File: config.mk
export PLATFORM = sky130hd
export DESIGN_NAME = mcs4_ram_host_bridge
export DESIGN_NICKNAME = d
export VERILOG_FILES = /design/src/rtl/mcs4_ram_host_bridge_pkg.sv /design/src/rtl/mcs4_ram_host_bridge.sv
export SDC_FILE = /design/constraint.sdc
export NUM_CORES = 1
export LEC_CHECK = 0
export CORE_UTILIZATION = 45
export DETAILED_ROUTE_END_ITERATION = 8
export PLACE_DENSITY = 0.76
export SKIP_LAST_GASP = 1
export SLEW_MARGIN = 20
export SYNTH_ARGS = -nofsm -noshare
export SYNTH_HDL_FRONTEND = slang
export SYNTH_SLANG_ARGS = --single-unit
File: constraint.sdc
create_clock -name clk -period 4.5 [get_ports clk]
set_input_delay 0.45 -clock clk [delete_from_list [all_inputs] [get_ports clk]]
set_output_delay 0.45 -clock clk [all_outputs]
set_load 0.02 [all_outputs]
File: src/rtl/mcs4_ram_host_bridge_pkg.sv
// rtl/mcs4_ram_host_bridge_pkg.sv - MCS-4 RAM bus types shared by the host bridge
package mcs4_ram_host_bridge_pkg;

    // One 4-bit MCS-4 data nibble
    typedef logic [3:0] char_t;

    // Instruction phases, one per clk, A1 first and X3 last
    typedef enum logic [2:0] {
        A1 = 3'd0,
        A2 = 3'd1,
        A3 = 3'd2,
        M1 = 3'd3,
        M2 = 3'd4,
        X1 = 3'd5,
        X2 = 3'd6,
        X3 = 3'd7
    } instr_cyc_t;

    // I/O and RAM instruction group (OPR 0xE); bit 3 set means the RAM drives data back
    typedef enum logic [3:0] {
        OPA_WRM = 4'h0,
        OPA_WMP = 4'h1,
        OPA_WRR = 4'h2,
        OPA_WPM = 4'h3,
        OPA_WR0 = 4'h4,
        OPA_WR1 = 4'h5,
        OPA_WR2 = 4'h6,
        OPA_WR3 = 4'h7,
        OPA_SBM = 4'h8,
        OPA_RDM = 4'h9,
        OPA_RDR = 4'hA,
        OPA_ADM = 4'hB,
        OPA_RD0 = 4'hC,
        OPA_RD1 = 4'hD,
        OPA_RD2 = 4'hE,
        OPA_RD3 = 4'hF
    } ioram_opa_t;

    // Bridge frame sequencer states
    typedef enum logic [1:0] {
        ST_IDLE = 2'd0,
        ST_SRC  = 2'd1,
        ST_CMD  = 2'd2
    } bridge_state_t;

    // Read-class opcodes expect the RAM to drive dbus during X2
    function automatic logic ioram_is_read(input ioram_opa_t opa);
        return opa[3];
    endfunction

endpackage

File: src/rtl/mcs4_ram_host_bridge.sv
// rtl/mcs4_ram_host_bridge.sv - valid/ready host master generating SRC and I/O-RAM frames for i4002 RAMs
module mcs4_ram_host_bridge
    import mcs4_ram_host_bridge_pkg::*;
#(
    parameter bit SKIP_SRC = 1'b1
) (
    input  logic       clk,
    input  logic       rst,
    input  logic       req_valid,
    output logic       req_ready,
    input  logic [3:0] req_opa,
    input  logic [1:0] req_chip,
    input  logic [1:0] req_reg,
    input  logic [3:0] req_char,
    input  logic [3:0] req_wdata,
    output logic       rsp_valid,
    output logic [3:0] rsp_rdata,
    output logic       sync,
    output logic       cm_ram,
    output logic [3:0] dbus_out,
    input  logic [3:0] dbus_in
);

    instr_cyc_t    phase;
    instr_cyc_t    phase_nxt;
    bridge_state_t state;

    // Request fields captured at accept, held for the SRC and CMD frames
    ioram_opa_t    opa_q;
    logic [1:0]    chip_q;
    logic [1:0]    reg_q;
    char_t         char_q;
    char_t         wdata_q;

    // Address last sent in an SRC frame; the RAMs still hold it
    logic          cache_valid;
    logic [1:0]    cache_chip;
    logic [1:0]    cache_reg;
    char_t         cache_char;

    logic          accept;
    logic          cache_hit;
    logic          cm_nxt;
    char_t         dbus_nxt;

    assign phase_nxt = instr_cyc_t'(phase + 3'd1);

    // The RAMs restart their phase count on sync, so reset doubles as a sync pulse
    assign sync      = rst || (phase == X3);
    assign req_ready = !rst && (phase == X3) && ((state == ST_IDLE) || (state == ST_CMD));
    assign accept    = req_valid && req_ready;
    assign cache_hit = SKIP_SRC && cache_valid &&
                       ({req_chip, req_reg, req_char} == {cache_chip, cache_reg, cache_char});

    // Free-running phase counter; parked on X3 in reset so A1 follows release
    always_ff @(posedge clk) begin
        if (rst) begin
            phase <= X3;
        end else begin
            phase <= phase_nxt;
        end
    end

    // Frame sequencer: state, request latch and SRC cache change only on the X3->A1 edge
    always_ff @(posedge clk) begin
        if (rst) begin
            state       <= ST_IDLE;
            opa_q       <= OPA_WRM;
            chip_q      <= '0;
            reg_q       <= '0;
            char_q      <= '0;
            wdata_q     <= '0;
            cache_valid <= 1'b0;
            cache_chip  <= '0;
            cache_reg   <= '0;
            cache_char  <= '0;
        end else if (phase == X3) begin
            if (state == ST_SRC) begin
                cache_valid <= 1'b1;
                cache_chip  <= chip_q;
                cache_reg   <= reg_q;
                cache_char  <= char_q;
                state       <= ST_CMD;
            end else if (accept) begin
                opa_q   <= ioram_opa_t'(req_opa);
                chip_q  <= req_chip;
                reg_q   <= req_reg;
                char_q  <= req_char;
                wdata_q <= req_wdata;
                state   <= cache_hit ? ST_CMD : ST_SRC;
            end else begin
                state <= ST_IDLE;
            end
        end
    end

    // Bus drive for the phase that starts at the next edge; A1 is always quiet
    always_comb begin
        cm_nxt   = 1'b0;
        dbus_nxt = '0;
        if (state == ST_SRC) begin
            if (phase_nxt == X2) begin
                cm_nxt   = 1'b1;
                dbus_nxt = {chip_q, reg_q};
            end else if (phase_nxt == X3) begin
                dbus_nxt = char_q;
            end
        end else if (state == ST_CMD) begin
            if (phase_nxt == M2) begin
                cm_nxt   = 1'b1;
                dbus_nxt = opa_q;
            end else if ((phase_nxt == X2) && !ioram_is_read(opa_q)) begin
                dbus_nxt = wdata_q;
            end
        end
    end

    // Registered bus and response outputs; read data is taken on the edge ending X2
    always_ff @(posedge clk) begin
        if (rst) begin
            cm_ram    <= 1'b0;
            dbus_out  <= '0;
            rsp_valid <= 1'b0;
            rsp_rdata <= '0;
        end else begin
            cm_ram    <= cm_nxt;
            dbus_out  <= dbus_nxt;
            rsp_valid <= (state == ST_CMD) && (phase_nxt == X3);
            if ((state == ST_CMD) && (phase == X2)) begin
                rsp_rdata <= ioram_is_read(opa_q) ? dbus_in : 4'h0;
            end
        end
    end

endmodule

## After elaboration in Yosys (flattened, before gate mapping)

Cells that the tools add are included.

- Flip-flop bits (word level): 40
- Bits of input ports: 23
- Output and inout port bits: 12
- Logic and storage cells: 53

- Add/subtract/negate cells: 1
- Equal/unequal tests: 8
- Multiplexer cells: 14
- Bitwise operators: 1
- Reduce and logical (&&, ||, !) cells: 14

Operators with widths:

| operator | count |
|---|---|
| 4-bit two-way mux | 7 |
| 3-bit == test (second input constant) | 5 |
| 8-bit == test | 1 |
| 1-bit logical AND | 7 |
| 2-bit two-way mux | 3 |
| 1-bit two-way mux | 4 |
| 3-bit by 1-bit adder with 3-bit output (second input constant) | 1 |
| 3-bit AND reduction | 1 |
| 2-bit by 1-bit == test with 1-bit output (second input constant) | 1 |
| 2-bit == test (second input constant) | 1 |
| 1-bit zero test | 2 |
| 2-bit zero test | 1 |
| 1-bit logical OR | 2 |
| 2-bit AND reduction | 1 |
| 1-bit inverter | 1 |

## Depth between registers and ports, before layout

- Depth in word-level cells: 7
- Mapped depth: 8
- Mapped depth without buffers: 6

## Worst setup path before layout

Ideal clock, no wire load.

- Path kind: register to register
- Start: register phase[0]
- End: register char_q[3]
- Library setup time: 132 ps
- Data arrival time: 1615 ps
- Data required time: 4368 ps
- Path slack: 2753 ps
- Cell stages (with the launch flop): 8
- Path buffers: 1
- Clock period less this slack: 1747 ps
- Cell sequence: dfxtp_1 -> ha_1 -> ha_1 -> nor3b_2 -> nand2_1 -> buf_2 -> nand2_1 -> a21oi_1

- Cells in the longest elaborated chain, start to end: 5

Ends and longest elaborated chain:

| what | line | text |
|---|---|---|
| start, declared | mcs4_ram_host_bridge.sv:24 | `instr_cyc_t phase;` |
| start signal, assigned | mcs4_ram_host_bridge.sv:60 | `phase <= phase_nxt;` |
| 3-bit == test | mcs4_ram_host_bridge.sv:50 | `assign req_ready = !rst && (phase == X3) && ((state == ST_IDLE) \|\| (state == ST_CMD));` |
| 1-bit logical AND (2 in a row) | mcs4_ram_host_bridge.sv:50 |  |
| via req_ready | mcs4_ram_host_bridge.sv:10 | `output logic req_ready,` |
| 1-bit logical AND | mcs4_ram_host_bridge.sv:51 | `assign accept = req_valid && req_ready;` |
| 3-bit AND reduction (no source line) | -- |  |
| end signal, assigned | mcs4_ram_host_bridge.sv:88 | `char_q <= req_char;` |
| end, declared | mcs4_ram_host_bridge.sv:32 | `char_t char_q;` |

The timed path passes the listed nets, and every way through them passes these cells.
A chain may end at the register's enable or synchronous reset.

## Worst setup path in the final report

- Start: input rst
- End: output sync

- Cells in the longest elaborated chain, start to end: 1

Ends and longest elaborated chain:

| what | line | text |
|---|---|---|
| start, declared | mcs4_ram_host_bridge.sv:8 | `input logic rst,` |
| 1-bit logical OR | mcs4_ram_host_bridge.sv:49 | `assign sync = rst \|\| (phase == X3);` |
| end, declared | mcs4_ram_host_bridge.sv:18 | `output logic sync,` |

No other way between the ends.

==> summary.txt <==
Outcome
  – Status: finished, final reports clean

Placed design
  – Cell Count Post-Placement: around 270
  – PortBufs: 34
  – Placer Congestion: around 0.81
  – DP Wirelength: 2433 um
  – Placed cell area: ~2000 sq um

Detailed routing
  – WL/cell: around 12 um
  – Drt first-iter violations: 75
  – Via density: 5.051
  – DRT Wirelength: approximately 3400 um
  – Vias post-DR: 1394
  – Pre-antenna DRT Iters: 4
  – Post-route ant nets: 0
  – Drt drc: 0

Yosys
  – Syn nets: roughly 220
  – Distinct cells, synth: 28
  – Cells after Synth: just under 200
  – Sequential cell area fraction in the yosys report: 0.4900
  – Synth Warn #: 0
  – Seq cells post-synth: 40
  – Cell Area, Synth: 1634 sq um
  – Mapped Avg Cell Area: around 8.4 sq um

STA
  – RSZ-0062 raised after global routing: false
  – Worst slew pin tran: 0.6320 ns
  – Fin Setup TNS: 0 ns
  – Fin. max-slew vios: 0
  – Fmax: 0.3820 GHz
  – Tmin final: 2.618 ns
  – Worst Clk Skew: about 0.0054 ns
  – Final Cycle Share: 0.5818
  – Slew HR: 0.5774
  – Setup violations, final: 0
  – Endpoints failing hold: 0

Global route
  – Vias in the first global route: 1268
  – Initial antenna violation count: 0
  – Congestion Overflow GR: 0
  – First-pass GRT wire length: 5775 um
  – GRT Total Usage: 0.1906
  – Largest net degree at the start of global routing: 26

Pwr
  – Clock network power share: 0.287
  – Comb power frac: 0.136
  – Int Pwr: between 0.4 and 0.5 mW
  – Total power: about 0.65 mW
  – VDD IR max: 0.1969 mV
  – P_leak: between 0.7 and 0.8 nW
  – Power Density: 317.5 nW/um^2
  – Switch Pwr: roughly 0.17 mW
  – Register share of total power: 0.578
  – Sw Share: 0.2568

Critical path
  – CP Data Required Time: 4.05 ns
  – Setup Crit Path Kind: in2out
  – Critical path arrival: ~2.2 ns
  – Startpoint Class: primary input
  – Crit Path Max Fanout: 17
  – Endpoint type of the worst setup path: output port
  – Worst reg-to-reg setup slack: approximately 2.5 ns

Clock tree
  – Worst-skew pair later-pin latency: approximately 0.35 ns
  – Post-CTS sizing: 0
  – Worst-path clk slew: about 0.10 ns
  – Max Root-Sink Buffers: 2
  – Total CTS buffers: 5
  – H-Tree Depth: 2
  – CTS tree: yes
  – Setup Buffers After CTS: 0
  – CTS Hold Bufs: 0
  – Clock sinks: 40
  – Root Buffer: clkbuf_4

Job
  – Max Cap Violations: 0

Cells and area
  – Most common cell after layout, fill and taps aside: nand2_1
  – Post-layout nets: about 260
  – Synth-to-layout area growth: 25.80%
  – Layout cell share with drive strength beyond 1: 0.06087
  – Utilization after layout: 0.6018
  – Filler-free cell count of the finished design: about 280
  – Final Instance Area: roughly 2100 sq um
  – Ant diodes: 0
  – Commonest cells after routing, fill and taps aside: 58 x nand2_1, 40 x dfxtp_1, 34 x a21oi_1, 34 x clkdlybuf4s50_1, 7 x xor2_1

Floorplanning
  – Die Wd: 62.26 um
  – Die ar.: a little under 4000 sq um
  – Initial Utilization: 0.4784
  – Row count: 21
  – CORE AREA: 3416 sq um
  – I/O pins: 35
  – Die Y: around 62 um

Hold path
  – Hold Crit Class: reg2reg
## final cells by class
cell class | instances | area (sq um)
inverters | 5 | 18.77
flip-flops and latches | 40 | 800.8
clock buffers | 8 | 58.81
multi-input cells | 142 | 772.0
fillers | 320 | 1360
well taps | 46 | 57.56
repair buffers | 35 | 347.8
## critical path, cell delays in order
cell and delay (ns):
clkdlybuf4s50_1 0.73, or2_2 0.44, clkdlybuf4s50_1 0.55
## cells by family (layout without fill, tap and decap cells)
logic type / after synthesis / after routing / share of synthesized area
xor+xnor: 8 / 8 / 0.04288
simple gates: 90 / 90 / 0.2588
compound gates: 39 / 39 / 0.1325
flops: 40 / 40 / 0.4900
fa+ha+maj: 5 / 5 / 0.03828
buf+inv: 13 / 48 / 0.03751
## worst paths after layout
kind / from / endpoint / cells after the start
min: phase[0] / phase[0] / 1
max reg2reg: phase[0] / dbus_out[0] / 6
max: rst / sync / 3
min reg2reg: phase[0] / phase[0] / 1
## per-stage QoR
| stage | hold WS, ns | worst slack [ns] |
|---|---|---|
| 2_1_floorplan | 0.4041 | 2.753 |
| 3_3_place_gp | 0.4239 | 1.925 |
| 3_5_place_dp | 0.4287 | 1.898 |
| 4_1_cts | 0.4535 | 1.878 |
| 5_1_grt | 0.4870 | 1.803 |
| 6_report | 0.4517 | 1.882 |
## Yosys cell counts (all sizes together)
cell | count | area (sq um)
nor4 | 1 | 6.260
a21oi | 34 | 170.2
nor4b | 2 | 30.03
and2 | 2 | 12.51
nor3b | 1 | 12.51
nand2b | 5 | 31.28
nor2 | 7 | 28.78
buf | 4 | 27.52
a222oi | 4 | 40.04
clkbuf | 4 | 15.01
xnor2 | 1 | 8.760
nand4 | 1 | 6.260
dfxtp | 40 | 800.8
o22ai | 1 | 6.260
or2 | 2 | 12.51
nor2b | 1 | 8.760
nand3 | 5 | 25.02
ha | 5 | 62.56
and4 | 1 | 8.760
nor3 | 2 | 10.01
inv | 5 | 18.77
and3 | 2 | 12.51
nand2 | 58 | 217.7
xor2 | 7 | 61.31
## power by group through the flow
stage,Sequential (mW),Combinational (mW),Clock (mW)
2_1_floorplan,0.382,0.0526,0
3_3_place_gp,0.385,0.0875,0
3_5_place_dp,0.385,0.0880,0
4_1_cts,0.377,0.0887,0.194
5_1_grt,0.379,0.0985,0.207
6_report,0.377,0.0885,0.187
## per-layer routing
layer / part of all wire / GRT usage / vias to the layer above
met4: 0.018 / 0.06977 / 0
met3: 0.054 / 0.05882 / 7
met2: 0.44 / 0.2871 / 42
li1: - / - / 720
met1: 0.49 / 0.2561 / 625
met5: 0 / 0 / -
(Power assumes the default switching activity.)
